===== config.mk =====
export PLATFORM = sky130hd
export DESIGN_NAME = memory_arbiter
export DESIGN_NICKNAME = d
export VERILOG_FILES = /design/src/rtl/memory_arbiter.sv
export SDC_FILE = /design/constraint.sdc
export NUM_CORES = 1
export LEC_CHECK = 0
export CELL_PAD_IN_SITES_DETAIL_PLACEMENT = 1
export CELL_PAD_IN_SITES_GLOBAL_PLACEMENT = 2
export CORE_ASPECT_RATIO = 1.2
export CORE_MARGIN = 2
export CORE_UTILIZATION = 10
export CTS_BUF_LIST = sky130_fd_sc_hd__clkbuf_8 sky130_fd_sc_hd__clkbuf_16
export CTS_CLUSTER_DIAMETER = 60
export DETAILED_ROUTE_END_ITERATION = 10
export HOLD_SLACK_MARGIN = 0.05
export PLACE_DENSITY_LB_ADDON = 0.25
export SLEW_MARGIN = 20
export SYNTH_ARGS = -nofsm -noshare
export SYNTH_HDL_FRONTEND = slang
export SYNTH_SLANG_ARGS = --single-unit

===== constraint.sdc =====
create_clock -name CLK -period 7.2 [get_ports CLK]
set_clock_uncertainty 0.2 [all_clocks]
set_input_delay 2.16 -clock CLK [delete_from_list [all_inputs] [get_ports CLK]]
set_output_delay 2.16 -clock CLK [all_outputs]
set_load 0.1 [all_outputs]

===== src/rtl/memory_arbiter.sv =====
// Shares one single-ported RAM between instruction fetch and data access.
// Data requests have priority, but a streak counter makes sure a waiting fetch is eventually served.
module memory_arbiter #(
   parameter int DSTREAK_MAX = 4,
   parameter int ADDR_W      = 32
) (
   input  logic              CLK,
   input  logic              nRST,
   input  logic              iREN,
   input  logic [ADDR_W-1:0] iaddr,
   output logic              iwait,
   output logic [ADDR_W-1:0] iload,
   input  logic              dREN,
   input  logic              dWEN,
   input  logic [ADDR_W-1:0] daddr,
   input  logic [ADDR_W-1:0] dstore,
   output logic              dwait,
   output logic [ADDR_W-1:0] dload,
   output logic              ramREN,
   output logic              ramWEN,
   output logic [ADDR_W-1:0] ramaddr,
   output logic [ADDR_W-1:0] ramstore,
   input  logic [ADDR_W-1:0] ramload,
   input  logic [1:0]        ramstate,
   output logic              ram_err
);
   // state | meaning
   // IDLE  | no RAM transaction; arbitrate on the next edge
   // IGNT  | RAM owned by instruction fetch until ACCESS or abort
   // DGNT  | RAM owned by data access until ACCESS or abort
   typedef enum logic [1:0] {IDLE, IGNT, DGNT} state_t;

   localparam int          SW        = $clog2(DSTREAK_MAX + 1);
   localparam logic [SW-1:0] SMAX    = SW'(DSTREAK_MAX);
   localparam logic [1:0]  RS_ACCESS = 2'd2;
   localparam logic [1:0]  RS_ERROR  = 2'd3;

   state_t        state, state_n, cur;
   logic [SW-1:0] dstreak, dstreak_n;
   logic          dpend, err_set;

   always_comb begin
      dpend     = dREN | dWEN;
      // Holding reset makes the outputs follow the IDLE rules immediately.
      cur       = nRST ? IDLE : state;
      state_n   = cur;
      dstreak_n = dstreak;
      err_set   = 1'b0;
      iwait     = iREN;
      dwait     = dpend;
      iload     = '0;
      dload     = '0;
      ramREN    = 1'b0;
      ramWEN    = 1'b0;
      ramaddr   = '0;
      ramstore  = '0;
      case (cur)
         IDLE: begin
            if (dpend && (!iREN || dstreak < SMAX)) begin
               state_n = DGNT;
               if (!iREN)
                  dstreak_n = '0;
               else if (dstreak != SMAX)
                  dstreak_n = dstreak + SW'(1);
            end else if (iREN) begin
               state_n   = IGNT;
               dstreak_n = '0;
            end
         end
         IGNT: begin
            if (!iREN) begin
               state_n = IDLE;
            end else begin
               ramREN  = 1'b1;
               ramaddr = iaddr;
               if (ramstate == RS_ACCESS) begin
                  iwait   = 1'b0;
                  iload   = ramload;
                  state_n = IDLE;
               end else if (ramstate == RS_ERROR) begin
                  err_set = 1'b1;
               end
            end
         end
         DGNT: begin
            if (!dpend) begin
               state_n = IDLE;
            end else begin
               ramWEN   = dWEN;
               ramREN   = dREN & ~dWEN;
               ramaddr  = daddr;
               ramstore = dstore;
               if (ramstate == RS_ACCESS) begin
                  dwait   = 1'b0;
                  dload   = ramload;
                  state_n = IDLE;
               end else if (ramstate == RS_ERROR) begin
                  err_set = 1'b1;
               end
            end
         end
         default: state_n = IDLE;
      endcase
   end

   always_ff @(posedge CLK) begin
      if (nRST) begin
         state   <= IDLE;
         dstreak <= '0;
         ram_err <= 1'b0;
      end else begin
         state   <= state_n;
         dstreak <= dstreak_n;
         if (err_set)
            ram_err <= 1'b1;
      end
   end
endmodule


# Yosys cells after proc, flatten, opt, wreduce, memory -nomap -nowiden
# Index checks and enable logic that the tools add are counted.
[word_totals]
in_bits = 135
elab_cells = 56
register_bits = 6
output_inout_bits = 133
[op_classes]
n_eq_ne = 6
reduce_logical = 6
order_cmp = 1
mux = 36
bitwise = 3
add_sub_neg = 1
[op_table]
columns = ["op", "count"]
rows = [
  ["2-to-1 mux 32 bit", 9],
  ["case mux 32 bit (2 select lines)", 1],
  ["2-to-1 mux 1 bit", 13],
  ["2-to-1 mux 2 bit", 6],
  ["2-to-1 mux 3 bit", 4],
  ["equality test 2 bit, second input constant", 3],
  ["case mux 2 bit (3 select lines)", 1],
  ["case mux 1 bit (2 select lines)", 2],
  ["adder 3 x 1 -> 3 bit, second input constant", 1],
  ["less-than comparator 3 bit, second input constant", 1],
  ["!= test 3 x 2 -> 1 bit, second input constant", 1],
  ["!= test 3 bit, second input constant", 1],
  ["AND reduction 3 bit", 1],
  ["equality test 2 x 1 -> 1 bit, second input constant", 1],
  ["zero test 2 bit", 1],
  ["nonzero test 2 bit", 1],
  ["AND 1 bit", 1],
  ["logical AND 1 bit", 1],
  ["zero test 1 bit", 1],
  ["logical OR 1 bit", 1],
  ["NOT 1 bit", 1],
  ["bitwise OR 1 bit", 1],
]

# Logic depth before layout (Yosys ltp)
# Gate-level depths: netlist (run 1).
[logic_depth]
depth_word = 5
ltp_mapped = 9
mapped_depth_nobuf = 6

# Worst setup path after synthesis (run 1)
# No wires, ideal clock.
[synth_path]
path_kind = "input to output"
from = "input port nRST"
to = "output port iwait"
path_slack_ps = -80
n_path_buf = 1
cell_stages = 4
arrival_time_ps = 4920
path_cell_list = "buf_2 nand2b_1 ha_1 a21boi_0"
[synth_via]
elab_chain_cells = 3
[synth_lines]
columns = ["element", "line", "rtl"]
rows = [
  ["start: declaration", "8", "input logic nRST,"],
  ["2-to-1 mux 2 bit", "45", "cur = nRST ? IDLE : state;"],
  ["equality test 2 x 1 -> 1 bit", "57", "case (cur)"],
  ["2-to-1 mux 1 bit", "57", ""],
  ["end: declaration", "11", "output logic iwait,"],
]
# No other way between the ends.

# Worst setup path in the final report (run 1)
[layout_path]
from = "input port nRST"
to = "output port ramaddr[3]"
[layout_via]
elab_chain_cells = 3
word_cells_on_any_way = 4
[layout_lines]
columns = ["element", "line", "rtl"]
rows = [
  ["2-to-1 mux 2 bit *", "45", ""],
  ["equality test 2 bit / equality test 2 x 1 -> 1 bit (equally long branches)", "57", ""],
  ["case mux 32 bit (2 select lines) *", "57", ""],
  ["end: declaration", "21", "output logic [ADDR_W-1:0] ramaddr,"],
]
# Mark *: on every way between the ends. The rest lies on a longest branch, timed or not.

==> results of run 1 <==
[worst min-delay path, delay by kind of cell, from the launching register on]
kind	cells	cell delay (ns)
flip-flops	1	0.32
AND/OR/NAND/NOR	1	0.06
AO/OA/AOI/OAI	1	0.06
[power breakdown]
| part | internal (µW) | switching (µW) |
|---|---|---|
| sequential | 34.9 | 1.03 |
| clock | 71.5 | 20.9 |
| combinational | 124 | 147 |
| total | 231 | 169 |
[Yosys cell counts, types with 4 or more instances]
cell type,number
buf_4,4
and2_1,34
and3_1,64
dfxtp_1,6
a22oi_1,32
nor2_1,34
clkbuf_2,6
buf_2,7
inv_1,7
clkbuf_1,13
ha_1,8
nand2_1,5
a21oi_1,7
[layer usage]
metal	up-vias	share of wire, %
met5	-	0
met3	21	6.9
met2	117	58
met1	1381	32
met4	0	3.3
li1	1386	-
[state kept, by name, summed over array words and instances (netlist names)]
signal and flops:
dstreak 3, state 2, ram_err 1
[cell families after synthesis]
kind of cell / synth area share, %
flops: 7.45
fa+ha+maj: 6.21
buf+inv: 11.2
simple gates: 53.6
compound gates: 21.5
[area by class of cell]
class                   instances  share of cell area [%]
repair buffers                275                    69.3
diodes                          1                  0.0428
inverters                       7                   0.449
multi-input cells             208                    22.4
clock buffers                   3                    1.28
well taps                     208                    4.45
flip-flops and latches          6                    2.05
[worst paths after layout]
| path | startpoint | endpoint | slack (ns) | cells after the start |
|---|---|---|---|---|
| worst min-delay path | dstreak[0]$_SDFFE_PP0P_ | dstreak[0]$_SDFFE_PP0P_ | 0.29 | 2 |
| worst max register to register | state[0]$_SDFF_PP0_ | state[1]$_SDFF_PP0_ | 5.10 | 7 |
| worst min register to register | dstreak[0]$_SDFFE_PP0P_ | dstreak[0]$_SDFFE_PP0P_ | 0.29 | 2 |
| worst max-delay path | nRST | ramaddr[3] | 0.35 | 8 |
[stage by stage]
| stage | area [µm²] | worst slack [ns] | std cells | total power, µW |
|---|---|---|---|---|
| final | 5850 | 0.355 | 708 | 400 |
| after detailed placement | 5770 | 0.301 | 704 | 311 |
| after floorplan | 1610 | 0.278 | 252 | 168 |
| after global placement | 5770 | 0.329 | 704 | 309 |
| after CTS | 5850 | 0.292 | 707 | 406 |
| after global routing | 5850 | 0.102 | 708 | 417 |
==> reports/qor.csv, run 1 <==
metric;value;unit
synthesis.nets;395;
rows;50;
setup_viol;0;
power_leakage;0.00243;µW
synth_edf_count;0;
postRouteWirelength;12100;µm
dieWidth;120;µm
vias;2905;
max_freq;146;MHz
initial_utilization;10.3;%
clockBufferDepth;2;
vdd_drop_max;63.3;µV
postCtsHoldBufs;0;
yosysSeqAreaShare;7.45;%
cp_slowest_stage_delay;0.61;ns
fill_cells;1735;
slew_headroom;32.4;%
required;4.84;ns
drtPass1Iterations;4;
antenna_found_initial;1;
worst_slew_pin_slew;1.01;ns
multi_input_area;1310;µm²
grt_max_degree;69;
async_flop_share;0;%
arrival;4.49;ns
powerDensity;68.3;nW/µm²
fin_crit;6.85;ns
met2_usage;27.0;%
hold_viol;0;
htree_levels;1;
critPathKind;primary input to primary output;
wire_per_inst;17.0;µm
grtUsageTotal;13.3;%
drt_iter0_drc;114;
path_delay_family;simple AND/OR/NAND/NOR gates;
clk_latency;0.23;ns
final_common_cell;clkdlybuf4s50_1;
status;finished clean;
core;15700;µm²
min_path_type;register to register;
ys_warn_count;0;
crit_chain;clkdlybuf4s50_1 > nand2b_4 > inv_1 > ha_1 > and2_2 > a22oi_1 > nor2_1 > buf_12;
pin_count;268;
yosys.area.top_type;and3_1;
cts_made_buffers;3;
dpl.hpwl;10200;µm
grt_pass1_wl;17700;µm
drc;0;
post-cts-setup-buffer-count;0;
syn_to_final_growth;263;%
cts_root_buffer;clkbuf_16;
cp-end-kind;primary output;
regArea;120;µm²
synth_area;1610;µm²
syn_inst;252;
first_global_vias;3157;
cap_violations;0;
synthTopCellsByArea;and3_1 (25%), a22oi_1 (15%), and2_1 (13%), nor2_1 (7.9%), dfxtp_1 (7.4%);
grtUsageMet1;12.4;%
postLayoutCoreUtil;37.3;%
overflow;0;
final_cell_mix;clkdlybuf4s50_1 (135), buf_12 (132), and3_1 (64);
synth_top_area_share;24.8;%
viasPerCell;4.10;
cp_slowest_cell;and2_2;
fin_nets;644;
worst_hold_slack;0.287;ns
dieArea;17200;µm²
cts_resized;0;
drive_above_1_share;29.5;%
path_buf_inv;3;
drv_slew;0;
busiest_layer;met2;
grt_setup_unrepaired;false;
setup_tns;0;ns
finalCritPeriodShare;95.1;%
synth.ff_latch_count;6;
tritoncts;built;
crit_path_start_kind;primary input;
grt_use_met3;3.71;%
clock-sinks;6;
place_congestion;0.764;
die_h;143;µm
ys_types;33;
synth.avg_cell_area;6.40;µm²
synth_ff_type;dfxtp_1;
drtAntennaViolNets;0;
numPortBuffers;267;
path_clk_slew;0.03;ns
worst-path-max-fanout;34;
No activity file was read; power rests on OpenSTA's default activity.
==> run 2, diff against run 1 <==
Settings changed: CORE_MARGIN 2 to not set, SKIP_CTS_REPAIR_TIMING set to 1.
Clock period 7.2 ns to 6.2 ns, I/O delays scaled along.
==> reports/qor.csv, run 2 (same netlist as run 1, synthesis figures left out) <==
metric;value;unit;change
drtAntennaViolNets;0;;unchanged
cts_made_buffers;3;;unchanged
drive_above_1_share;30.7;%;+1.2 points
placedCellCount;704;;unchanged
worst-path-max-fanout;23;;-32%
crit_path_start_kind;primary input;;
path_clk_slew;0.04;ns;about the same
slew_headroom;32.0;%;-0.42 points
max_freq;166;MHz;
largestRegisters;dstreak (3), state (2), ram_err (1);;
overflow;0;;unchanged
fin_cells;707;;-0.14%
wl_met1;3670;µm;-4.7%
dpl_cell_area;5840;µm²;+1.1%
finalCritPeriodShare;97.4;%;
arrival;3.98;ns;-0.51 ns
viasPerCell;4.00;;-2.5%
fin_area;5910;µm²;+1.1%
cts_root_buffer;clkbuf_16;;
vias;2829;;-2.6%
drc;0;;unchanged
antenna_found_initial;0;;-1
grt_setup_unrepaired;false;;
setup_tns;0;ns;unchanged
largest_register_ffs;3;;unchanged
first_global_vias;3109;;-1.5%
initial_utilization;10.3;%;unchanged
status;finished clean;;
numPortBuffers;267;;unchanged
clockBufferDepth;2;;unchanged
dr_wl_met3;686;µm;-17%
grt_max_degree;69;;unchanged
cap_violations;0;;unchanged
clock-sinks;6;;unchanged
hold_viol;0;;unchanged
top_register;dstreak;;
tritoncts;built;;
wire_per_inst;16.7;µm;-2.3%
min_path_type;register to register;;
dpl.hpwl;9810;µm;-3.7%
n_antenna_cell;0;;-1
worst_slew_pin_slew;1.02;ns;+0.00631 ns
htree_levels;1;;unchanged
power_leakage;0.00245;µW;+0.75%
place_congestion;0.745;;-2.4%
fill_cells;1736;;+0.058%
dieWidth;118;µm;-1.7%
wl_met2;7250;µm;+3.8%
drtPass1Iterations;4;;unchanged
multi_input_area;1330;µm²;+1.1%
die_h;141;µm;-1.4%
regArea;120;µm²;unchanged
top_layer;met4;;
worst_hold_slack;0.267;ns;-0.0193 ns
syn_to_final_growth;267;%;
powerDensity;79.7;nW/µm²;+17%
final_cell_mix;buf_12 (136), clkdlybuf4s50_1 (135), and3_1 (64);;
clk_latency;0.23;ns;about the same
setup_viol;0;;unchanged
grt_pass1_wl;17800;µm;+0.31%
fin_crit;6.04;ns;
drv_slew;0;;unchanged
core;15700;µm²;unchanged
critPathKind;primary input to primary output;;
pin_count;268;;unchanged
final_common_cell;buf_12;;
required;4.14;ns;-0.70 ns
rows;50;;unchanged
dieArea;16600;µm²;-3.0%
cp-end-kind;primary output;;
fin_nets;644;;unchanged
grtUsageTotal;13.6;%;+0.32 points
drt_iter0_drc;90;;-21%
postRouteWirelength;11800;µm;-2.5%
vdd_drop_max;60.9;µV;-3.8%
postLayoutCoreUtil;37.7;%;+0.40 points
==> run 2: routing by layer <==
metal	GRT usage [%]	vias to the layer above
li1	-	1378
met1	12.5	1339
met2	29.2	101
met3	3.48	11
met4	2.63	0
met5	0	-
==> run 2: final timing paths <==
| kind | from | to | slack (ns) | cells after the start |
|---|---|---|---|---|
| min reg2reg | ram_err$_SDFFE_PP0P_ | ram_err$_SDFFE_PP0P_ | 0.27 | 2 |
| min | ram_err$_SDFFE_PP0P_ | ram_err$_SDFFE_PP0P_ | 0.27 | 2 |
| max reg2reg | state[0]$_SDFF_PP0_ | state[1]$_SDFF_PP0_ | 4.21 | 7 |
| max | nRST | ramaddr[8] | 0.16 | 7 |
==> run 2: cell type report <==
cell class                      instances  share of cell area (%)
Timing Repair Buffer                  275                    69.4
Tap cell                              208                    4.40
Inverter                                7                   0.444
Sequential cell                         6                    2.03
Multi-Input combinational cell        208                    22.5
Clock buffer                            3                    1.27
==> run 2: power by group <==
part / leakage [µW] / internal [µW] / switching, µW
logic: 0.00236 / 149 / 171
clock network: 0.0000370 / 83.2 / 26.4
registers: 0.0000490 / 40.5 / 1.20
total: 0.00245 / 272 / 199
==> run 2: worst max-delay path, stage by stage <==
cell	delay [ns]
clkdlybuf4s50_1	0.55
nand2b_1	0.25
inv_1	0.12
ha_1	0.50
buf_12	0.25
nor2_1	0.23
buf_12	0.21
==> run 2: per-stage QoR <==
stage,power [µW],worst slack [ns]
after floorplan,196,-0.122
after global placement,361,0.246
after detailed placement,365,0.132
after CTS,477,0.127
after global routing,490,0.0291
final,471,0.159
==> run 3, diff against run 2 <==
Settings changed: SLEW_MARGIN 20 to 10.
==> results of run 3 <==
No change in the layout: final DEF, timing and power equal those of run 2.
